**src/rtl/bitstream_framer.sv**
```systemverilog
// Serial frame extractor: hunts for a sync word, then a length field, and
// flags the payload and trailer bits that follow so a checksum can run downstream.
module bitstream_framer #(
    parameter logic [15:0] SYNC_WORD = 16'hA5C3,
    parameter int          LEN_W     = 16,
    parameter int          TRAIL_W   = 32,
    parameter int          MAX_LEN   = 16'h4000
) (
    input  logic             tck_i,
    input  logic             rst_i,
    input  logic             en_i,
    input  logic             data_i,
    output logic             data_o,
    output logic             payload_en_o,
    output logic             trailer_en_o,
    output logic [LEN_W-1:0] frame_len_o,
    output logic             done_o,
    output logic             err_o,
    output logic [2:0]       dbg_state,
    output logic [15:0]      dbg_sr
);

    // Wide enough for the length value, the length-bit count and the trailer count.
    localparam int TW = $clog2(TRAIL_W + 1);
    localparam int CW = (LEN_W > TW) ? LEN_W : TW;
    localparam logic [LEN_W-1:0] MAX_L = LEN_W'(MAX_LEN);

    typedef enum logic [2:0] {
        S_HUNT    = 3'd0,
        S_LEN     = 3'd1,
        S_PAYLOAD = 3'd2,
        S_TRAILER = 3'd3,
        S_DONE    = 3'd4,
        S_ERR     = 3'd5
    } state_t;

    state_t           state, state_next;
    logic [15:0]      sr, sr_next;
    logic [CW-1:0]    cnt, cnt_next, cnt_dec;
    logic [LEN_W-1:0] len_next, len_shift;
    logic [15:0]      sync_shift;
    logic             cnt_last;

    assign data_o     = data_i;
    assign done_o     = (state == S_DONE);
    assign err_o      = (state == S_ERR);
    assign dbg_state  = state;
    assign dbg_sr     = sr;
    assign sync_shift = {sr[14:0], data_i};
    assign len_shift  = {frame_len_o[LEN_W-2:0], data_i};
    assign cnt_last   = (cnt == CW'(1));
    assign cnt_dec    = (cnt != '0) ? cnt - CW'(1) : cnt;

    always_ff @(posedge tck_i) begin
        if (rst_i) begin
            state       <= S_HUNT;
            sr          <= '0;
            cnt         <= '0;
            frame_len_o <= '0;
        end else begin
            state       <= state_next;
            sr          <= sr_next;
            cnt         <= cnt_next;
            frame_len_o <= len_next;
        end
    end

    // Enables are gated by rst_i so a mid-frame reset silences them in the same cycle.
    always_comb begin
        state_next   = state;
        sr_next      = sr;
        cnt_next     = cnt;
        len_next     = frame_len_o;
        payload_en_o = 1'b0;
        trailer_en_o = 1'b0;
        case (state)
            S_HUNT: begin
                if (en_i) begin
                    sr_next = sync_shift;
                    if (sync_shift == SYNC_WORD) begin
                        state_next = S_LEN;
                        cnt_next   = CW'(LEN_W);
                        len_next   = '0;
                    end
                end
            end
            S_LEN: begin
                if (en_i) begin
                    len_next = len_shift;
                    cnt_next = cnt_dec;
                    if (cnt_last) begin
                        if (len_shift == '0 || len_shift > MAX_L) begin
                            state_next = S_ERR;
                        end else begin
                            state_next = S_PAYLOAD;
                            cnt_next   = CW'(len_shift);
                        end
                    end
                end
            end
            S_PAYLOAD: begin
                payload_en_o = en_i && !rst_i;
                if (en_i) begin
                    cnt_next = cnt_dec;
                    if (cnt_last) begin
                        state_next = S_TRAILER;
                        cnt_next   = CW'(TRAIL_W);
                    end
                end
            end
            S_TRAILER: begin
                trailer_en_o = en_i && !rst_i;
                if (en_i) begin
                    cnt_next = cnt_dec;
                    if (cnt_last) begin
                        state_next = S_DONE;
                    end
                end
            end
            S_DONE:  state_next = S_DONE;
            S_ERR:   state_next = S_ERR;
            default: state_next = S_HUNT;
        endcase
    end

endmodule

```
**config.mk**
```make
export PLATFORM = sky130hd
export DESIGN_NAME = bitstream_framer
export DESIGN_NICKNAME = d
export VERILOG_FILES = /design/src/rtl/bitstream_framer.sv
export SDC_FILE = /design/constraint.sdc
export NUM_CORES = 1
export LEC_CHECK = 0
export ABC_AREA = 1
export BUFFER_PORTS_ARGS = -buffer_cell sky130_fd_sc_hd__buf_2
export CORE_AREA = 2 2 77 86
export CTS_CLUSTER_SIZE = 30
export DETAILED_ROUTE_END_ITERATION = 12
export DIE_AREA = 0 0 79 88
export PLACE_DENSITY = 0.77
export SETUP_SLACK_MARGIN = 0.15
export SYNTH_ARGS = -nofsm -noshare
export SYNTH_HDL_FRONTEND = slang
export SYNTH_SLANG_ARGS = --single-unit
```
**constraint.sdc**
```tcl
create_clock -name tck_i -period 2.1 [get_ports tck_i]
set_input_delay 0 -clock tck_i [delete_from_list [all_inputs] [get_ports tck_i]]
set_output_delay 0 -clock tck_i [all_outputs]
set_load 0.05 [all_outputs]
```
==> results of run 1 <==
## synthesized netlist by cell type (all sizes together)
master	instances
ha	2
buf	13
nand2	141
nor2	53
inv	40
o31ai	5
clkinv	2
a21oi	38
xnor2	3
xor2	3
or2	3
o21ai	35
clkbuf	6
nor3	1
a31oi	1
nand3	54
dfxtp	51
o211a	1
nand4	9
## placed cells by master, fill, tap and decap left out
cell and count:
nand2_1 137, nand3_1 52, dfxtp_1 51, nor2_1 47, buf_2 43, a21oi_1 37, inv_1 35, o21ai_0 24
nand4_1 9, o21ai_1 9, buf_4 9, inv_2 5, nor2_2 5, clkbuf_8 5, o31ai_1 4, nand2_4 3
xnor2_1 3, xor2_1 3, o21ai_2 2, or2_2 2, ha_1 2, clkinv_1 1, nor3_4 1, o31ai_4 1
o211a_1 1, nand2_2 1, nor2_4 1, nand3_4 1, nand3_2 1, a21oi_2 1, or2_1 1, clkinv_2 1
a31oi_1 1, bufinv_16 1, clkinv_4 1, inv_6 1
## worst max-delay path, stage by stage, from the launching register on
cell and delay [ns]:
dfxtp_1 0.41, inv_1 0.08, ha_1 0.23, nand2_1 0.10, nor2_1 0.07, nand2_4 0.17
nand3_1 0.12, or2_2 0.31, nand2_1 0.07, nand2_1 0.05, a21oi_1 0.13
## registers in the layout (all words and copies together), names as in the netlist
name         count
dbg_state        3
frame_len_o     16
cnt             16
dbg_sr          16
## power groups by stage
| stage | clock network, mW | registers [mW] | logic, mW |
|---|---|---|---|
| finish | 0.729 | 0.990 | 0.132 |
| global route | 0.771 | 0.992 | 0.142 |
| CTS | 0.736 | 0.990 | 0.131 |
| detailed placement | 0 | 1.01 | 0.131 |
| global placement | 0 | 1.01 | 0.129 |
| floorplan | 0 | 1.06 | 0.0524 |
## logic make-up after synthesis
kind of cell	synth area share
adder cells (fa/ha/maj)	0.008517
flip-flops	0.3475
buffers and inverters	0.09071
AND/OR/NAND/NOR	0.3871
AO/OA/AOI/OAI	0.1482
XOR/XNOR	0.01789
## stage by stage
step | instance area, um2 | setup WS [ns] | utilization | hold slack (ns)
finish | 3353 | 0.3038 | 0.5514 | 0.01107
CTS | 3299 | 0.2085 | 0.5426 | 0.008429
global route | 3353 | 0.1472 | 0.5514 | 0.02284
global placement | 3183 | 0.2583 | 0.5235 | 0.3222
detailed placement | 3183 | 0.2265 | 0.5235 | 0.3452
floorplan | 2938 | 0.2164 | - | 0.1481
## layer usage
metal,track usage,vias to the layer above
li1,-,1572
met1,0.2913,1475
met2,0.4129,81
met3,0.05052,15
met4,0.09248,0
met5,0,-
## repair_timing
item	CTS	global route
resized for setup	0	7
endpoints found under the setup margin	0	23
buffers inserted	0	4
## worst max path at each step
stage / startpoint / to / slack (ns) / cells past startpoint
floorplan: dbg_state[1] / cnt[15] / 0.22 / 10
global placement: cnt[1] / cnt[10] / 0.26 / 13
detailed placement: cnt[1] / cnt[8] / 0.23 / 13
CTS: cnt[1] / cnt[8] / 0.21 / 13
global route: cnt[1] / cnt[8] / 0.15 / 12
finish: cnt[0] / cnt[12] / 0.30 / 10
## cell type report
class,instances,share of cell area
sequential,51,0.3045
clock buffer,5,0.02052
clock inverter,3,0.01418
multi-input combinational,349,0.4993
tap,80,0.02985
timing repair buffer,52,0.08433
inverter,42,0.04739
==> summary.md, run 1 <==
| Metric | Value |
|---|---|
| Outcome | completed |
| Slew margin rel. | 0.5320 |
| Site row count | 30 |
| # Max-Cap Violations | 0 |
| Seq/Total Area, Yosys | 0.3475 |
| Area of the multi-input gates | 1674 um2 |
| Met3 wire len | 384 um |
| Worst r2r dst | cnt[12] |
| Crit. End Element | flop |
| Clk network pwr share | 0.394 |
| Dpl cells | 570 |
| HPWL Detailed | 5691 um |
| Synth area leaders | dfxtp_1, nand2_1, nand3_1, a21oi_1, nor2_1 |
| Int Pwr | 1.369 mW |
| Flop pwr share | 0.535 |
| Hold EP | dbg_sr[0] |
| Share of layout cells above drive strength 1 | 0.1693 |
| Routed length on met2 | 3890 um |
| Vias | 3143 |
| Hold-fix buffers, CTS | 0 |
| Worst vdd ir | 0.3638 mV |
| Crit path time final | 1.796 ns |
| P_sw | 482.6 uW |
| Fin nets | 507 |
| Total Routing Usage GR | 0.2386 |
| Pwr dens | 552.0 nW/um2 |
| Post-synthesis instance total | 461 |
| Die Span X | 79 um |
| Vias in the first global route | 2948 |
| Hold WC Path Type | in2reg |
| Leakage power | 1.578 nW |
| Worst-Skew Late Latency | 0.32 ns |
| H-Tree Depth | 2 |
| Startpoint Class | flop |
| CORE AREA | 6081 um2 |
| Final cell count without fillers | 582 |
| Syn Std Cell Area | 2938 um2 |
| Period utilization | 0.8553 |
| Number of synthesized register bits | 51 |
| Highest metal used | met4 |
| CP arrival | 2.05 ns |
| Final clock skew | 0.01437 ns |
| Layout area overhead | 14.14% |
| Yosys top cell area share | 0.3475 |
| Wl on met1 | 3458 um |
| DRC viols | 0 |
| F_max | 0.5567 GHz |
| Final hold vios | 0 |
| Port-buffer cells | 43 |
| Mapped Nets | 467 |
| Initial antenna violation count | 0 |
| Register area | 1021 um2 |
| Cells on worst reg2reg path | 10 |
| Via/cell ratio | 5.400 |
| Syn. warnings | 0 |
| Setup TNS | 0 ns |
| Final setup fails | 0 |
| Syn Area/Cell | 6.373 um2 |
| Antenna Cells | 0 |
| Iter 0 DRT Violations | 206 |
| Tot Pwr | 1.851 mW |
| Clock sinks | 51 |
| Routability cong. | 0.9615 |
| CTS tree | built |
| GRT overflow | 0 |
| Die height | 88 um |
| Slew Viols, Final | 0 |
| Final wirelength | 7869 um |
| RSZ-0062 raised after global routing | false |
| Die area | 6952 um2 |
| Worst r2r src | cnt[0] |
| R2R setup slack | 0.30 ns |
| Top Ports | 44 |
| Logic pwr share | 0.071 |
| Max clock buf depth | 2 |
| Worst-Margin Slew | 0.7019 ns |
| Reg clk slew, reported paths | 0.11 ns |
| Max Fanout on Critical Path | 13 |
| DR pass1 iterations | 4 |
| Root buffer cell | clkbuf_8 |
| Routed length per instance | 13.52 um |
| Worst hold stages | 3 |
| Type of the worst setup path | reg2reg |
| Switching share of power | 0.2607 |
| Fill count | 627 |
| Post-synth cell types | 34 |
| Antenna viol nets, final | 0 |
| CTS Buf Count | 5 |
| Pin count of the biggest net entering global routing | 27 |
| Starting Density | 0.4831 |
| Synth area leader | dfxtp_1 |
| Global-route wire length before repair | 13410 um |
| Critical path required time | 2.35 ns |
| HP Start | data_i |
(Power assumes the default switching activity.)
==> run 2: changes to the inputs <==
--- a/config.mk
+++ b/config.mk
@@ -7,11 +7,11 @@
 export LEC_CHECK = 0
 export ABC_AREA = 1
 export BUFFER_PORTS_ARGS = -buffer_cell sky130_fd_sc_hd__buf_2
-export CORE_AREA = 2 2 77 86
+export CORE_AREA = 2 2 80 82
 export CTS_CLUSTER_SIZE = 30
 export DETAILED_ROUTE_END_ITERATION = 12
-export DIE_AREA = 0 0 79 88
-export PLACE_DENSITY = 0.77
+export DIE_AREA = 0 0 82 84
+export PLACE_DENSITY_LB_ADDON = 0.15
 export SETUP_SLACK_MARGIN = 0.15
 export SYNTH_ARGS = -nofsm -noshare
 export SYNTH_HDL_FRONTEND = slang
==> run 2 against run 1 <==
- via count fell by 1.9%
- core utilization rose by 0.19 points
- sequential cell count unchanged
- first-iteration DRC count grew 9.7%
- register-to-register slack hardly changed
==> summary.md, run 2 (same netlist as run 1, synthesis figures left out) <==
| Metric | Value |
|---|---|
| Area after DPL | 3194 um2 (+0.35%) |
| Worst-Margin Slew | 0.6140 ns (-0.08797 ns) |
| Max stage delay on crit path | 0.32 ns (-0.09 ns) |
| Vias | 3083 (-1.9%) |
| CP arrival | 1.98 ns (-0.07 ns) |
| Die area | 6888 um2 (-0.92%) |
| Type of the worst setup path | reg2reg |
| Flop pwr share | 0.538 (+0.003) |
| Routability cong. | 0.9627 (+0.12%) |
| Top Ports | 44 (unchanged) |
| Clock sinks | 51 (unchanged) |
| Starting Density | 0.4819 (-0.001190) |
| DR pass1 iterations | 5 (+1) |
| Int Pwr | 1.393 mW (+1.8%) |
| Fin nets | 508 (+0.20%) |
| Pre-CTS setup slack | 0.2398 ns (+0.01331 ns) |
| Max Fanout on Critical Path | 13 (unchanged) |
| Most frequent cells in the layout | nand2_1, nand3_1, dfxtp_1 |
| RSZ-0062 raised after global routing | false |
| Logic pwr share | 0.073 (+0.002) |
| H-Tree Depth | 2 (unchanged) |
| Critical path required time | 2.29 ns (-0.06 ns) |
| Initial antenna violation count | 0 (unchanged) |
| Dpl cells | 569 (-0.18%) |
| Worst-Skew Late Latency | 0.31 ns (about the same) |
| Final setup margin | 0.3128 ns (+0.008969 ns) |
| Outcome | completed |
| Most common cell after layout, fill and taps aside | nand2_1 |
| Switching share of power | 0.2423 (-0.01837) |
| Final wirelength | 8037 um (+2.1%) |
| Final cell count without fillers | 580 (-0.34%) |
| Pwr dens | 545.2 nW/um2 (-1.2%) |
| F_max | 0.5595 GHz (+0.50%) |
| GRT overflow | 0 (unchanged) |
| Layout area overhead | 14.82% |
| Most used cell, CP | nand2_1 |
| DRC viols | 0 (unchanged) |
| Site row count | 29 (-3.3%) |
| Clk network pwr share | 0.389 (-0.005) |
| Total Routing Usage GR | 0.2490 (+0.01038) |
| Die Span X | 82 um (+3.8%) |
| Antenna Cells | 0 (unchanged) |
| Antenna viol nets, final | 0 (unchanged) |
| Fill count | 618 (-1.4%) |
| Worst vdd ir | 0.4135 mV (+14%) |
| Final hold vios | 0 (unchanged) |
| Port-buffer cells | 43 (unchanged) |
| Max clock buf depth | 2 (unchanged) |
| CTS Buf Count | 5 (unchanged) |
| Startpoint Class | flop |
| Hold WC Path Type | in2reg |
| Final setup fails | 0 (unchanged) |
| Slew Viols, Final | 0 (unchanged) |
| Share of layout cells above drive strength 1 | 0.1690 (-0.0003366) |
| Crit path time final | 1.787 ns (-0.008969 ns) |
| Root buffer cell | clkbuf_8 |
| Via/cell ratio | 5.316 (-1.6%) |
| Die height | 84 um (-4.5%) |
| Pin count of the biggest net entering global routing | 27 (unchanged) |
| CTS tree | built |
| Routed length per instance | 13.86 um (+2.5%) |
| Tot Pwr | 1.839 mW (-0.65%) |
| CP max-delay cell | dfxtp_1 |
| Leakage power | 1.591 nW (+0.85%) |
| Setup TNS | 0 ns (unchanged) |
| P_sw | 445.7 uW (-7.6%) |
| Period utilization | 0.8511 (-0.004271) |
| Hold WS | 0.1050 ns (+0.09390 ns) |
| CORE AREA | 6096 um2 (+0.25%) |
| Crit-path cells | inv_1, ha_1, nand2_1, nor2_1, nand2_4, inv_1, nand2_1, nand3_1, nand2_1, nand3_1, a21oi_1 |
| Slew margin rel. | 0.5897 (+0.05766) |
| Final clock skew | 0.007803 ns (-0.006563 ns) |
| HPWL Detailed | 5812 um (+2.1%) |
| # Max-Cap Violations | 0 (unchanged) |
| Crit. End Element | flop |
| Global-route wire length before repair | 13650 um (+1.8%) |
| Iter 0 DRT Violations | 226 (+9.7%) |
| Post-layout instance area | 3373 um2 (+0.60%) |
| Reg clk slew, reported paths | 0.09 ns (-0.02 ns) |
| Vias in the first global route | 2871 (-2.6%) |
| Core Util, Final | 0.5534 (+0.001926) |
==> run 2: changes by cell type in the layout (fill, tap and decap cells not counted), sizes merged <==
| cell | change |
|---|---|
| inv | -1 |
| clkbuf | +1 |
| dlygate4sd3 | +1 |
==> run 2: worst max-delay path, delay by kind of cell (launching register included) <==
family          cells  cell delay, ns
buf+inv             2            0.32
simple gates        7            0.75
compound gates      1            0.07
flops               1            0.32
fa+ha+maj           1            0.21
==> run 2: timing repair <==
action | CTS | global route
endpoints found under the hold margin | 1 | 0
hold buffers | 1 | 0
endpoints found under the setup margin | 0 | 15
setup buffers | 0 | 2
resized for setup | 0 | 7
==> run 2: final timing paths <==
kind                                  from          to  slack [ns]  depth (start not counted)
worst max-delay path                cnt[1]      cnt[1]        0.31                         11
worst min-delay path                  en_i   dbg_sr[5]        0.10                          3
worst max register to register      cnt[1]      cnt[1]        0.31                         11
worst min register to register  dbg_sr[15]  dbg_sr[15]        0.47                          2
==> run 2: cell type report <==
class                      instances  area, um2  area share
multi-input combinational        349       1673      0.4959
clock buffer                       6      82.58     0.02448
inverter                          42      158.9     0.04711
timing repair buffer              53      305.3     0.09050
tap                               77      96.34     0.02856
clock inverter                     2      35.03     0.01039
sequential                        51       1022      0.3030
==> run 2: power by group through the flow <==
stage / registers (mW) / logic (mW) / clock network [mW]
floorplan: 1.06 / 0.0524 / 0
global placement: 1.01 / 0.133 / 0
detailed placement: 1.01 / 0.134 / 0
CTS: 0.989 / 0.135 / 0.732
global route: 0.992 / 0.144 / 0.768
finish: 0.989 / 0.134 / 0.716
==> run 2: routing by layer <==
metal | GRT usage | vias up | wire [um]
li1 | - | 1574 | -
met5 | 0 | - | 0
met1 | 0.3488 | 1416 | 3828
met4 | 0.06667 | 0 | 97
met2 | 0.3939 | 85 | 3720
met3 | 0.03896 | 8 | 390
==> run 3: changes to the inputs <==
--- a/config.mk
+++ b/config.mk
@@ -7,10 +7,10 @@
 export LEC_CHECK = 0
 export ABC_AREA = 1
 export BUFFER_PORTS_ARGS = -buffer_cell sky130_fd_sc_hd__buf_2
-export CORE_AREA = 2 2 80 82
+export CORE_AREA = 2 2 83 85
 export CTS_CLUSTER_SIZE = 30
 export DETAILED_ROUTE_END_ITERATION = 12
-export DIE_AREA = 0 0 82 84
+export DIE_AREA = 0 0 85 87
 export PLACE_DENSITY_LB_ADDON = 0.15
 export SETUP_SLACK_MARGIN = 0.15
 export SYNTH_ARGS = -nofsm -noshare
==> run 3 against run 2 <==
- critical endpoint is now cnt[8]
- clock skew increased by 0.0020 ns
- first-iteration DRC count decreased by 25%
- non-clock buffer count decreased by 1
- routed wire length about the same
- cell count increased by 0.34%
- sequential cell count unchanged
==> summary.md, run 3 (same netlist as run 1, synthesis figures left out) <==
| Metric | Value |
|---|---|
| Dpl cells | 572 (+0.53%) |
| Worst-Margin Slew | 0.6407 ns (+0.02671 ns) |
| Clock sinks | 51 (unchanged) |
| Worst-Skew Late Latency | 0.30 ns (about the same) |
| Port-buffer cells | 43 (unchanged) |
| Register area | 1022 um2 (unchanged) |
| Final cell count without fillers | 582 (+0.34%) |
| Final wirelength | 8038 um (about the same) |
| Area after DPL | 3198 um2 (+0.12%) |
| Outcome | completed |
| Startpoint Class | flop |
| Antenna viol nets, final | 0 (unchanged) |
| Period utilization | 0.8590 (+0.007992) |
| Final hold vios | 0 (unchanged) |
| Root buffer cell | clkbuf_8 |
| CTS tree | built |
| Fin nets | 508 (unchanged) |
| Crit. End Element | flop |
| Most frequent cells in the layout | nand2_1, nand3_1, dfxtp_1 |
| Crit path time final | 1.804 ns (+0.01678 ns) |
| Hold WC Path Type | in2reg |
| Site row count | 30 (+3.4%) |
| Die Span X | 85 um (+3.7%) |
| Total Routing Usage GR | 0.2197 (-0.02929) |
| Layout area overhead | 13.59% |
| Via/cell ratio | 5.247 (-1.3%) |
| Vias | 3054 (-0.94%) |
| DR pass1 iterations | 4 (-1) |
| H-Tree Depth | 2 (unchanged) |
| Routed length per instance | 13.81 um (-0.33%) |
| Iter 0 DRT Violations | 169 (-25%) |
| Pin count of the biggest net entering global routing | 27 (unchanged) |
| Cells on worst reg2reg path | 10 (-1) |
| Routability cong. | 0.8715 (-9.5%) |
| DRC viols | 0 (unchanged) |
| CP arrival | 2.00 ns (+0.02 ns) |
| Slew margin rel. | 0.5719 (-0.01785) |
| Die area | 7395 um2 (+7.4%) |
| Worst vdd ir | 0.3570 mV (-14%) |
| Starting Density | 0.4472 (-0.03470) |
| Max clock buf depth | 2 (unchanged) |
| Final clock skew | 0.009794 ns (+0.001991 ns) |
| Most common cell after layout, fill and taps aside | nand2_1 |
| Hold WS | 0.02446 ns (-0.08051 ns) |
| Initial antenna violation count | 0 (unchanged) |
| Core Util, Final | 0.5080 (-0.04537) |
| Critical path required time | 2.29 ns (about the same) |
| Max Fanout on Critical Path | 8 (-5) |
| Type of the worst setup path | reg2reg |
| Fill count | 673 (+8.9%) |
| Die height | 87 um (+3.6%) |
| Antenna Cells | 0 (unchanged) |
| Leakage power | 1.567 nW (-1.6%) |
| Hold-fix buffers, CTS | 0 (-1) |
| Top Ports | 44 (unchanged) |
| Vias in the first global route | 2703 (-5.9%) |
| CTS Buf Count | 5 (unchanged) |
| Post-layout instance area | 3337 um2 (-1.1%) |
| Slew Viols, Final | 0 (unchanged) |
| GRT overflow | 0 (unchanged) |
| Global-route wire length before repair | 13100 um (-4.0%) |
| RSZ-0062 raised after global routing | true |
| CORE AREA | 6569 um2 (+7.8%) |
| Final setup fails | 0 (unchanged) |
| Share of layout cells above drive strength 1 | 0.1753 (+0.006313) |
| HPWL Detailed | 5754 um (-1.0%) |
| Pwr dens | 511.8 nW/um2 (-6.1%) |
| Reg clk slew, reported paths | 0.10 ns (about the same) |
| Area of the multi-input gates | 1685 um2 (+0.75%) |
| Worst hold stages | 3 (unchanged) |
| Setup TNS | 0 ns (unchanged) |
| # Max-Cap Violations | 0 (unchanged) |
| F_max | 0.5543 GHz (-0.93%) |
run 3: changes by cell type in the layout (fill, tap and decap cells not counted):
cell           previous run  this run
buf_4                     8         9
nand2_1                 137       135
bufinv_16                 1         0
nand3_2                   2         3
ha_1                      2         1
buf_12                    1         0
nor2_2                    2         3
ha_2                      0         1
nand2_2                   2         4
nor2_4                    3         2
dlygate4sd3_1             1         0
run 3: final cells by class:
| cell class | instances | share of cell area |
|---|---|---|
| clock buffers | 6 | 0.02475 |
| well taps | 80 | 0.03000 |
| flip-flops and latches | 51 | 0.3063 |
| repair buffers | 52 | 0.08474 |
| multi-input cells | 350 | 0.5051 |
| inverters | 42 | 0.04762 |
| clock inverters | 1 | 0.001500 |
run 3: stage by stage:
step | worst slack [ns] | total power, mW
CTS | 0.1838 | 1.718
global route | 0.1408 | 1.765
detailed placement | 0.2187 | 1.144
finish | 0.2960 | 1.708
global placement | 0.2486 | 1.143
floorplan | 0.2164 | 1.110
run 3: layer usage:
layer  up-vias  routed length (um)  GRT usage
met5         -                   0          0
met4         0                 125    0.06061
met3        13                 354    0.03602
met2        77                3604     0.3473
met1      1388                3953     0.3107
li1       1576                   -          -
run 3: path summary, 6_finish.rpt:
check	slack, ns	start	end
max	0.30	cnt[8]	cnt[8]
min	0.02	data_i	frame_len_o[0]
max reg2reg	0.30	cnt[8]	cnt[8]
min reg2reg	0.48	cnt[1]	cnt[1]
run 3: power breakdown:
group	internal (mW)	total (mW)	switching, mW
Combinational	0.0254	0.132	0.106
Sequential	0.980	0.990	0.0103
Clock	0.260	0.586	0.326
run 3: what timing repair did:
action | in CTS | in global routing
endpoints found under the hold margin | 0 | 0
resized for setup | 0 | 9
setup buffers | 0 | 2
setup endpoints to repair | 0 | 32
run 3: critical path: stages (launching register included):
cell,delay (ns)
dfxtp_1,0.36
nor2_2,0.20
nand2_1,0.14
nor2_4,0.19
nand3_2,0.13
o21ai_2,0.23
nand2_2,0.16
nand2_1,0.10
nand2_1,0.05
nand2_1,0.05
a21oi_1,0.07
